### config.mk
export PLATFORM = sky130hd
export DESIGN_NAME = qslave_seq
export DESIGN_NICKNAME = d
export VERILOG_FILES = /design/src/rtl/qslave_seq_pkg.sv /design/src/rtl/qslave_seq_qsync.sv /design/src/rtl/qslave_seq.sv
export SDC_FILE = /design/constraint.sdc
export NUM_CORES = 1
export LEC_CHECK = 0
export ABC_AREA = 1
export BUFFER_PORTS_ARGS = -buffer_cell sky130_fd_sc_hd__buf_2
export CORE_MARGIN = 4
export CORE_UTILIZATION = 55
export DETAILED_ROUTE_END_ITERATION = 8
export GPL_ROUTABILITY_DRIVEN = 1
export PLACE_DENSITY = 0.81
export REMOVE_ABC_BUFFERS = 1
export SYNTH_ARGS = -nofsm -noshare
export SYNTH_HDL_FRONTEND = slang
export SYNTH_HIERARCHICAL = 1
export SYNTH_SLANG_ARGS = --single-unit
### constraint.sdc
create_clock -name clk20 -period 3.1 [get_ports clk20]
set_clock_uncertainty 0.05 [all_clocks]
set_input_delay 0.31 -clock clk20 [delete_from_list [all_inputs] [get_ports clk20]]
set_output_delay 0.31 -clock clk20 [all_outputs]
set_load 0.005 [all_outputs]
### src/rtl/qslave_seq_pkg.sv
// rtl/qslave_seq_pkg.sv - shared types and constants for the QBUS slave-cycle sequencer
//
// Holds the sequencer state encoding, the byte-enable codes driven on
// wr_bytes, the default settle/timeout values and the index/counter widths.
package qslave_seq_pkg;

    typedef enum logic [2:0] {
        ST_IDLE     = 3'd0,
        ST_RD_TX    = 3'd1,
        ST_RD_RPLY  = 3'd2,
        ST_WR_RPLY  = 3'd3,
        ST_VEC_TX   = 3'd4,
        ST_VEC_RPLY = 3'd5,
        ST_WAIT_END = 3'd6
    } state_e;

    // Byte enables {hi, lo}
    localparam logic [1:0] BE_WORD = 2'b11;
    localparam logic [1:0] BE_LO   = 2'b01;
    localparam logic [1:0] BE_HI   = 2'b10;

    localparam int SETTLE_DEFAULT  = 2;
    localparam int TIMEOUT_DEFAULT = 4095;

    // Device index is wide enough for the maximum of 8 channels
    localparam int IDX_W = 3;
    localparam int CNT_W = 12;

    // DATOB (WTBT asserted) writes a single byte chosen by address bit 0
    function automatic logic [1:0] byte_enables(input logic wtbt, input logic a0);
        if (!wtbt) begin
            return BE_WORD;
        end
        return a0 ? BE_HI : BE_LO;
    endfunction

endpackage

### src/rtl/qslave_seq_qsync.sv
// rtl/qslave_seq_qsync.sv - N-stage synchroniser with rising-edge pulse
//
// Ports:
//   clk   in   sampling clock
//   rst_n in   asynchronous active-low reset
//   d     in   raw asynchronous input
//   q     out  synchronised level (STAGES clocks of latency)
//   rise  out  high for one clock when q goes 0 -> 1
module qslave_seq_qsync #(
    parameter int STAGES = 2
) (
    input  logic clk,
    input  logic rst_n,
    input  logic d,
    output logic q,
    output logic rise
);

    logic [STAGES-1:0] sh_q;
    logic [STAGES-1:0] sh_d;
    logic              prev_q;
    logic              prev_d;

    always_comb begin
        sh_d   = {sh_q[STAGES-2:0], d};
        prev_d = sh_q[STAGES-1];
    end

    always_ff @(posedge clk or negedge rst_n) begin
        if (!rst_n) begin
            sh_q   <= '0;
            prev_q <= 1'b0;
        end else begin
            sh_q   <= sh_d;
            prev_q <= prev_d;
        end
    end

    assign q    = sh_q[STAGES-1];
    assign rise = sh_q[STAGES-1] & ~prev_q;

endmodule

### src/rtl/qslave_seq.sv
// rtl/qslave_seq.sv - QBUS slave-cycle sequencer (DATI/DATO/DATOB/vector) for NDEV devices
//
// Ports:
//   clk20, reset_n              clock and asynchronous active-low reset
//   RSYNC, RDIN, RDOUT, RINIT   raw bus strobes (synchronised here)
//   RWTBT, addr0                byte-write indicator and address bit 0
//   dev_match, dev_vector       per-device address match / vector request
//   dev_rdata                   per-device read data, device i at [16i+15:16i]
//   tdl                         registered transmit data
//   DALtx, DALbe, DALst, TRPLY  transceiver controls and reply
//   rd_strobe, wr_strobe        one-clock per-device access pulses
//   wr_bytes                    byte enables {hi, lo}, valid with wr_strobe
//   busy, err_timeout           sequencer active / reply timeout pulse
module qslave_seq
    import qslave_seq_pkg::*;
#(
    parameter int NDEV        = 4,
    parameter int SYNC_STAGES = 2,
    parameter int SETTLE      = SETTLE_DEFAULT,
    parameter int TIMEOUT     = TIMEOUT_DEFAULT
) (
    input  logic              clk20,
    input  logic              reset_n,
    input  logic              RSYNC,
    input  logic              RDIN,
    input  logic              RDOUT,
    input  logic              RINIT,
    input  logic              RWTBT,
    input  logic              addr0,
    input  logic [NDEV-1:0]   dev_match,
    input  logic [NDEV-1:0]   dev_vector,
    input  logic [16*NDEV-1:0] dev_rdata,
    output logic [15:0]       tdl,
    output logic              DALtx,
    output logic              DALbe,
    output logic              DALst,
    output logic              TRPLY,
    output logic [NDEV-1:0]   rd_strobe,
    output logic [NDEV-1:0]   wr_strobe,
    output logic [1:0]        wr_bytes,
    output logic              busy,
    output logic              err_timeout
);

    // Strobe order in the vectors below: {RINIT, RDOUT, RDIN, RSYNC}
    logic [3:0] raw_strb;
    logic [3:0] s_strb;
    logic [3:0] r_strb;
    logic       unused_rise;

    assign raw_strb = {RINIT, RDOUT, RDIN, RSYNC};

    for (genvar g = 0; g < 4; g++) begin : g_sync
        qslave_seq_qsync #(.STAGES(SYNC_STAGES)) u_sync (
            .clk  (clk20),
            .rst_n(reset_n),
            .d    (raw_strb[g]),
            .q    (s_strb[g]),
            .rise (r_strb[g])
        );
    end

    logic s_rsync, s_rdin, s_rdout, s_rinit, rdout_rise;
    assign s_rsync    = s_strb[0];
    assign s_rdin     = s_strb[1];
    assign s_rdout    = s_strb[2];
    assign s_rinit    = s_strb[3];
    assign rdout_rise = r_strb[2];
    // Only the DOUT edge starts a cycle; the other edge pulses are spare
    assign unused_rise = ^{r_strb[3], r_strb[1:0]};

    function automatic logic [IDX_W-1:0] lowest(input logic [NDEV-1:0] v);
        lowest = '0;
        for (int i = NDEV - 1; i >= 0; i--) begin
            if (v[i]) lowest = IDX_W'(i);
        end
    endfunction

    function automatic logic [NDEV-1:0] onehot(input logic [IDX_W-1:0] idx);
        for (int i = 0; i < NDEV; i++) begin
            onehot[i] = (idx == IDX_W'(i));
        end
    endfunction

    function automatic logic [15:0] pick(input logic [IDX_W-1:0] idx,
                                         input logic [16*NDEV-1:0] data);
        pick = '0;
        for (int i = 0; i < NDEV; i++) begin
            if (idx == IDX_W'(i)) pick = data[16*i +: 16];
        end
    endfunction

    state_e            state_q, state_d;
    logic [IDX_W-1:0]  sel_q, sel_d;
    logic              vec_q, vec_d;
    logic [CNT_W-1:0]  cnt_q, cnt_d;
    logic [15:0]       tdl_q, tdl_d;
    logic              daltx_q, daltx_d;
    logic              dalbe_q, dalbe_d;
    logic              dalst_q, dalst_d;
    logic              trply_q, trply_d;
    logic [NDEV-1:0]   rd_strobe_q, rd_strobe_d;
    logic [NDEV-1:0]   wr_strobe_q, wr_strobe_d;
    logic [1:0]        wr_bytes_q, wr_bytes_d;
    logic              busy_q, busy_d;
    logic              err_q, err_d;

    logic any_match, any_vec, rd_reply_next;

    assign any_match = |dev_match;
    assign any_vec   = |dev_vector;

    always_comb begin
        state_d     = state_q;
        sel_d       = sel_q;
        vec_d       = vec_q;
        cnt_d       = cnt_q;
        err_d       = 1'b0;
        rd_strobe_d = '0;
        wr_strobe_d = '0;
        wr_bytes_d  = 2'b00;

        case (state_q)
            ST_IDLE: begin
                cnt_d = '0;
                // RSYNC decides between a register cycle and a vector read
                if (s_rsync && s_rdin && any_match) begin
                    sel_d   = lowest(dev_match);
                    vec_d   = 1'b0;
                    state_d = (SETTLE == 0) ? ST_RD_RPLY : ST_RD_TX;
                end else if (!s_rsync && s_rdin && any_vec) begin
                    sel_d   = lowest(dev_vector);
                    vec_d   = 1'b1;
                    state_d = (SETTLE == 0) ? ST_VEC_RPLY : ST_VEC_TX;
                end else if (s_rsync && rdout_rise && any_match) begin
                    sel_d   = lowest(dev_match);
                    vec_d   = 1'b0;
                    state_d = ST_WR_RPLY;
                end
            end
            ST_RD_TX, ST_VEC_TX: begin
                // Hold DALtx alone until the cable has settled
                if (cnt_q == CNT_W'(SETTLE - 1)) begin
                    cnt_d   = '0;
                    state_d = (state_q == ST_RD_TX) ? ST_RD_RPLY : ST_VEC_RPLY;
                end else begin
                    cnt_d = cnt_q + 12'd1;
                end
            end
            ST_RD_RPLY, ST_VEC_RPLY: begin
                if (!s_rdin) begin
                    state_d = ST_WAIT_END;
                end else if (cnt_q == CNT_W'(TIMEOUT - 1)) begin
                    err_d   = 1'b1;
                    state_d = ST_WAIT_END;
                end else begin
                    cnt_d = cnt_q + 12'd1;
                end
            end
            ST_WR_RPLY: begin
                if (!s_rdout) begin
                    state_d = ST_WAIT_END;
                end else if (cnt_q == CNT_W'(TIMEOUT - 1)) begin
                    err_d   = 1'b1;
                    state_d = ST_WAIT_END;
                end else begin
                    cnt_d = cnt_q + 12'd1;
                end
            end
            ST_WAIT_END: begin
                // A register cycle must also see SYNC released, so the DOUT
                // half of a read-modify-write is not replied to a second time
                if (!s_rdin && !s_rdout && (vec_q || !s_rsync)) begin
                    state_d = ST_IDLE;
                end
            end
            default: state_d = ST_IDLE;
        endcase

        rd_reply_next = (state_d == ST_RD_RPLY) || (state_d == ST_VEC_RPLY);

        if (rd_reply_next && (state_q != state_d)) begin
            rd_strobe_d = onehot(sel_d);
        end
        if ((state_d == ST_WR_RPLY) && (state_q != ST_WR_RPLY)) begin
            wr_strobe_d = onehot(sel_d);
            wr_bytes_d  = byte_enables(RWTBT, addr0);
        end

        daltx_d = rd_reply_next || (state_d == ST_RD_TX) || (state_d == ST_VEC_TX);
        dalbe_d = rd_reply_next;
        dalst_d = rd_reply_next;
        trply_d = rd_reply_next || (state_d == ST_WR_RPLY);
        busy_d  = (state_d != ST_IDLE);

        // Data follows the selected device while settling, then freezes
        if ((state_d == ST_RD_TX) || (state_d == ST_VEC_TX)) begin
            tdl_d = pick(sel_d, dev_rdata);
        end else if (rd_reply_next) begin
            tdl_d = tdl_q;
        end else begin
            tdl_d = '0;
        end

        if (s_rinit) begin
            state_d     = ST_IDLE;
            cnt_d       = '0;
            err_d       = 1'b0;
            rd_strobe_d = '0;
            wr_strobe_d = '0;
            wr_bytes_d  = 2'b00;
            daltx_d     = 1'b0;
            dalbe_d     = 1'b0;
            dalst_d     = 1'b0;
            trply_d     = 1'b0;
            busy_d      = 1'b0;
            tdl_d       = '0;
        end
    end

    always_ff @(posedge clk20 or negedge reset_n) begin
        if (!reset_n) begin
            state_q     <= ST_IDLE;
            sel_q       <= '0;
            vec_q       <= 1'b0;
            cnt_q       <= '0;
            tdl_q       <= '0;
            daltx_q     <= 1'b0;
            dalbe_q     <= 1'b0;
            dalst_q     <= 1'b0;
            trply_q     <= 1'b0;
            rd_strobe_q <= '0;
            wr_strobe_q <= '0;
            wr_bytes_q  <= 2'b00;
            busy_q      <= 1'b0;
            err_q       <= 1'b0;
        end else begin
            state_q     <= state_d;
            sel_q       <= sel_d;
            vec_q       <= vec_d;
            cnt_q       <= cnt_d;
            tdl_q       <= tdl_d;
            daltx_q     <= daltx_d;
            dalbe_q     <= dalbe_d;
            dalst_q     <= dalst_d;
            trply_q     <= trply_d;
            rd_strobe_q <= rd_strobe_d;
            wr_strobe_q <= wr_strobe_d;
            wr_bytes_q  <= wr_bytes_d;
            busy_q      <= busy_d;
            err_q       <= err_d;
        end
    end

    assign tdl         = tdl_q;
    assign DALtx       = daltx_q;
    assign DALbe       = dalbe_q;
    assign DALst       = dalst_q;
    assign TRPLY       = trply_q;
    assign rd_strobe   = rd_strobe_q;
    assign wr_strobe   = wr_strobe_q;
    assign wr_bytes    = wr_bytes_q;
    assign busy        = busy_q;
    assign err_timeout = err_q;

endmodule

## Yosys cells after proc, flatten, opt, wreduce, memory -nomap -nowiden

Index checks and enable logic that the tools add are counted.

- Register bits: 59
- Bits in latches: 0
- Memory bits (writable): 0
- Bits in read-only memories: 0
- Bits of input ports: 80
- Output and inout bits: 32
- Logic and storage cells: 131
- Memories: 0

- $add $sub $neg: 1
- Multiply operators: 0
- Div/mod/pow operators: 0
- Order comparisons: 0
- Eq/ne operators: 21
- Shift-type cells: 0
- Mux-type cells: 59
- Bitwise gates (word level): 2
- Reductions and logical operators: 30

Operators with widths:

| operator | count |
|---|---|
| 16-bit two-way mux | 7 |
| 12-bit two-way mux | 5 |
| 3-bit two-way mux | 20 |
| 12-bit one-hot mux with 4 select lines | 1 |
| 3-bit by 2-bit equality test with 1-bit output (second input constant) | 6 |
| 4-bit two-way mux | 4 |
| 3-bit equality test (second input constant) | 5 |
| 3-bit one-hot mux with 5 select lines | 1 |
| 2-bit two-way mux | 7 |
| 1-bit two-way mux | 13 |
| 12-bit by 1-bit adder with 12-bit output (second input constant) | 1 |
| 12-bit by 1-bit equality test with 1-bit output (second input constant) | 1 |
| 12-bit equality test (second input constant) | 1 |
| 1-bit logical AND | 10 |
| 3-bit by 1-bit equality test with 1-bit output (second input constant) | 3 |
| 3-bit by 1-bit != test with 1-bit output (second input constant) | 3 |
| 4-bit OR reduction | 2 |
| 3-bit logical NOT | 2 |
| 1-bit logical OR | 6 |
| 3-bit nonzero test | 2 |
| 5-bit nonzero test | 1 |
| 2-bit OR reduction | 2 |
| 1-bit logical NOT | 3 |
| 3-bit by 2-bit != test with 1-bit output (second input constant) | 1 |
| 6 further kinds | 6 |

## Logic depth before layout (Yosys ltp)

- Word-level depth: 15
- Depth in mapped cells: 18
- Gate-level depth less buffers: 18

## Hierarchy

The synthesis kept the hierarchy.

Modules (own cells, without submodules):

| module | instances | cells each | area an instance (µm²) | sequential area each (µm²) |
|---|---|---|---|---|
| qslave_seq | 1 | 495 | 3,402.0 | 1,251.2 |
| qslave_seq_qsync | 4 | 5 | 85.1 | 75.1 |

## Worst setup path before layout

OpenSTA, ideal clock, no wires.

- Path kind: reg2reg
- Start point: reg cnt_q[0]
- End point: reg tdl_q[10], in the netlist tdl[10]
- Setup time: 0.065 ns
- Arrival: 1.825 ns
- Required time: 2.985 ns
- Setup slack: 1.160 ns
- Stages on the path, launching flop included: 14
- Path buffers: 1
- Period minus slack after synthesis: 1.940 ns
- Cells stage by stage: dfrtp_1 > inv_1 > ha_1 > nand2_1 > nor2_1 > nand3_2 > a21oi_1 > nor2_4 > o21ai_2 > nand2_2 > nor2_4 > buf_6 > nand2_1 > nand2_1

- Longest elaborated chain between the ends: 8
- Elaborated cells on any way between the ends: 16
- Those cells by class: eq/ne (7); mux (7); reduce/logical (2)

RTL lines:

| what | line | source |
|---|---|---|
| start: declaration | qslave_seq.sv:96 | `logic [CNT_W-1:0] cnt_q, cnt_d;` |
| start signal: assignment | qslave_seq.sv:241 | `cnt_q <= cnt_d;` |
| 12-bit equality test | qslave_seq.sv:153, qslave_seq.sv:163 |  |
| 3-bit two-way mux | qslave_seq.sv:153, qslave_seq.sv:163 |  |
| 3-bit two-way mux, on equally long branches | qslave_seq.sv:161, qslave_seq.sv:151 |  |
| 3-bit one-hot mux with 5 select lines * | qslave_seq.sv:123 | `case (state_q)` |
| 3-bit by 1-bit equality test with 1-bit output / 3-bit equality test (equally long branches) | qslave_seq.sv:197 | `if ((state_d == ST_RD_TX) \|\| (state_d == ST_VEC_TX)) begin` |
| 1-bit logical OR | qslave_seq.sv:197 |  |
| 16-bit two-way mux | qslave_seq.sv:197 |  |
| 16-bit two-way mux | qslave_seq.sv:205 | `if (s_rinit) begin` |
| end signal: assignment | qslave_seq.sv:242 | `tdl_q <= tdl_d;` |
| end: declaration | qslave_seq.sv:97 | `logic [15:0] tdl_q, tdl_d;` |

Every way passes the cells marked *; elsewhere a longest branch is shown, timed or not.
A chain may end at the register's enable or synchronous reset.

## Worst setup path in the final report

- Start point: reg cnt_q[0]
- End point: reg tdl_q[3], in the netlist tdl[3]

Same word-level chain as after synthesis.

==> impl_summary.md <==
Clock network
Once the clock tree was built, the resizer swapped 0 gates to a different size. After clock tree synthesis, the flow added hold-fix buffers numbering 1. The H-tree generated during clock tree synthesis spans 3 levels. The clock drives 59 sinks. The number of clock buffers added by TritonCTS is 9. The clock tree from TritonCTS is yes. The cell sitting at the root of the clock tree is a clkbuf_8. At the later pin of the worst-skew pair, clock insertion delay measures 0.33 ns. The register clock-pin slew on the reported worst setup and hold paths is 0.07 ns. The maximum clock path buffer count is 2. Once the clock tree was built, the setup fixing pass inserted 0 buffers.

Placement
The placer congestion estimate is 0.936. The number of buffers inserted by port buffering is 111. The instance count after placement with tap cells included is 681. Timing analysis after detailed placement gives a worst setup slack of 0.703 ns. Once detailed placement completed, the half-perimeter wirelength came to 6.89 mm.

Worst hold path
The depth of the worst hold-timing path is 1. The type of the tightest min-delay check is in2reg. The startpoint identified for the worst hold timing path is RDIN. The sink of the worst hold path is g_sync[1].u_sync/sh_q[0].

Flow run
The number of maximum-capacitance violations is 0.

Logic synthesis
After synthesis the cells add up to 3640 um^2. After technology mapping, the gate count stands at 506. Yosys printed 6 warnings.

The average instance area after synthesis is 7.19 um^2.

Cells and area
Registers take 1480 um^2. The number of fillers in the final layout is 566. The layout cell share with drive strength beyond 1 is 28.4%. The final antenna diode count is 0.

The area growth from synthesis to layout is 20.3%. The area of combinational cells with multiple inputs is 1810 um^2. At the end of the flow, the number of nets in the layout was 699. The final standard cell count with taps included and fillers excluded is 696.

Routing
The first detailed-routing pass ran for 5 iterations. For this block, the routed nets add up to 9.22 mm of wire. The number of design rule violations left after detail routing is 0. Using the TritonRoute via totals, the vias-per-cell ratio works out to 5.27. After the first detailed-routing iteration, the DRC count stood at 215.

The post-route antenna net violation count is 0. The total via count in the routed design is 3669. The per-cell routed wire length is 13.2 um.

Power and ir drop
Net switching is 47.8% of the power. The worst IR drop on VDD is 584 uV. Summed over all cells, the static leakage comes to 2.54 nW. Registers are responsible for 27.7% of the overall power.

The net switching power is 1.69 mW. The design internal power is 1.84 mW. Per report_power, the combinational group accounts for 55.1% of the total. For this design the ratio of total power to cell area is 807 nW/um^2. Of the total power, the clock network draws 17.2%.

Setup path
The startpoint identified for the worst register-to-register timing path is cnt_q[0]. For this design, the slowest cell found on the critical path is nor2_4. At the worst endpoint, the required time is 3.32 ns. The maximum fanout count along the critical path is 17. At the worst endpoint, the arrival time is 2.70 ns. The worst register-to-register path has a setup slack of 0.63 ns. Traced cell by cell, the critical path runs through inv_1, ha_1, nand2_1, nor2_1, nand3_2, nand2_1, o21ai_0, nand4_1, nand2_1, nand2_2, nor2_4, nand2_1, nand2_1. The critical path is of the reg2reg type. The capturing point of the worst reg2reg path is tdl[3]. The worst setup path is launched from a register. The most numerous cell on the critical path is nand2_1. The category of the worst setup path capture point is a register.

The longest individual stage delay on the worst path is 0.42 ns. For the worst flop-to-flop path, the logic depth is 13.

Timing
The time the final worst path needs with I/O delays and setup is 2.47 ns. Setup slack on the critical path of the routed design comes to 0.628 ns. The final setup violation count is 0. The share of the cycle needed by the critical path after routing is 79.7%.

Setup repair after global routing left no endpoint under its margin. For this run, the top clock speed supported by timing is 405 MHz. The headroom to the max-slew limit is 57.8%. At the pin with the least slew margin, the transition time is 0.633 ns. The sum of negative setup slack is 0 ns. The number of hold violations in the final report is 0. Final hold analysis gives a worst-case slack of 0.0328 ns. The number of pins exceeding their max-slew limit in the final report is 0.

Global routing
Global routing consumed, over all layers together, 24.2% of the routing resources. The first global-routing pass estimated 15.2 mm of wire. The total congestion overflow after global routing is 0. The initial antenna violation count is 0. Entering global routing, the biggest net connects 33 pins. The number of global-route vias before repair is 3421.

Floorplanning
The floorplan step defined a core boundary enclosing 6390 um^2. During I/O placement, the number of pins put on the boundary was 112. The die covers 7980 um^2. The number of standard-cell rows in the floorplan is 29. From bottom edge to top edge, the die measures 89.3 um. The initial utilization of the core area, before any placement, comes to 57.0%. From left edge to right edge, the die measures 89.3 um.

Outcome
The flow ran to the end, and the final reports show no timing, DRC or antenna violations.
[power by group through the flow]
stage               clock network, mW  logic, mW  registers (mW)
floorplan                           0       1.42           0.988
global placement                    0       1.87           0.989
detailed placement                  0       1.93           0.990
CTS                             0.619       1.93           0.979
global route                    0.661       2.21           0.994
finish                          0.607       1.95           0.979
[worst max-delay path, delay by kind of cell (launching register included)]
| kind | cells | cell delay [ns] |
|---|---|---|
| AO/OA/AOI/OAI | 1 | 0.26 |
| adder cells (fa/ha/maj) | 1 | 0.21 |
| flip-flops | 1 | 0.38 |
| buffers and inverters | 1 | 0.09 |
| AND/OR/NAND/NOR | 10 | 1.43 |
[cell type report]
type	count	share of cell area, %
clock buffers	11	3.46
clock inverters	3	0.343
inverters	65	5.58
multi-input cells	367	41.4
flip-flops and latches	59	33.7
well taps	77	2.20
repair buffers	114	13.3
[routing by layer]
layer	wire length, um	up-vias	GRT usage, %
met5	0	-	0
met2	4480	147	40.5
met1	3840	1692	30.6
met3	682	21	4.98
li1	-	1809	-
met4	217	0	9.61
[worst max-delay path by stage]
stage                 start      end  slack, ns  cells past startpoint
5_1_grt            cnt_q[0]   tdl[3]       0.46                     13
6_report           cnt_q[0]   tdl[3]       0.63                     13
4_1_cts            cnt_q[0]   tdl[3]       0.68                     13
3_5_place_dp     state_q[0]   tdl[3]       0.70                     10
2_1_floorplan    state_q[0]  tdl[15]       1.01                      9
3_3_place_gp   dev_match[1]  tdl[15]       0.81                     15
[stage by stage]
| stage | total power, mW | instance area (um^2) | util, % |
|---|---|---|---|
| 5_1_grt | 3.87 | 4380 | 68.5 |
| 3_3_place_gp | 2.86 | 4200 | 65.8 |
| 2_1_floorplan | 2.41 | 3530 | - |
| 3_5_place_dp | 2.92 | 4200 | 65.8 |
| 6_report | 3.53 | 4380 | 68.5 |
| 4_1_cts | 3.53 | 4380 | 68.5 |
[state kept, by name, summed over array words and instances (netlist names), 2 cells and up]
signal              cells
g_sync.u_sync/sh_q      8
state_q                 3
rd_strobe               4
wr_bytes                2
wr_strobe               4
sel_q                   3
cnt_q                  12
tdl                    16
[cell usage in the layout, fill, tap and decap left out, types with 2 or more instances in the layout]
master and instances:
nand3_4 4, dfrtp_1 59, clkbuf_8 11, nand2_2 14, nor2_2 7, buf_2 111, nor2_1 73, xor2_1 5
a31oi_1 2, nor2_4 3, a211oi_1 2, o21ai_0 12, o21ai_2 3, inv_1 57, clkinv_2 3, nand3_2 2
nand2_4 3, nand4_1 27, a21oi_1 13, or2_2 2, buf_4 2, inv_2 8, o22ai_1 5, nand2_1 162
ha_1 3, nand3_1 16
No activity file was read; power rests on OpenSTA's default activity.
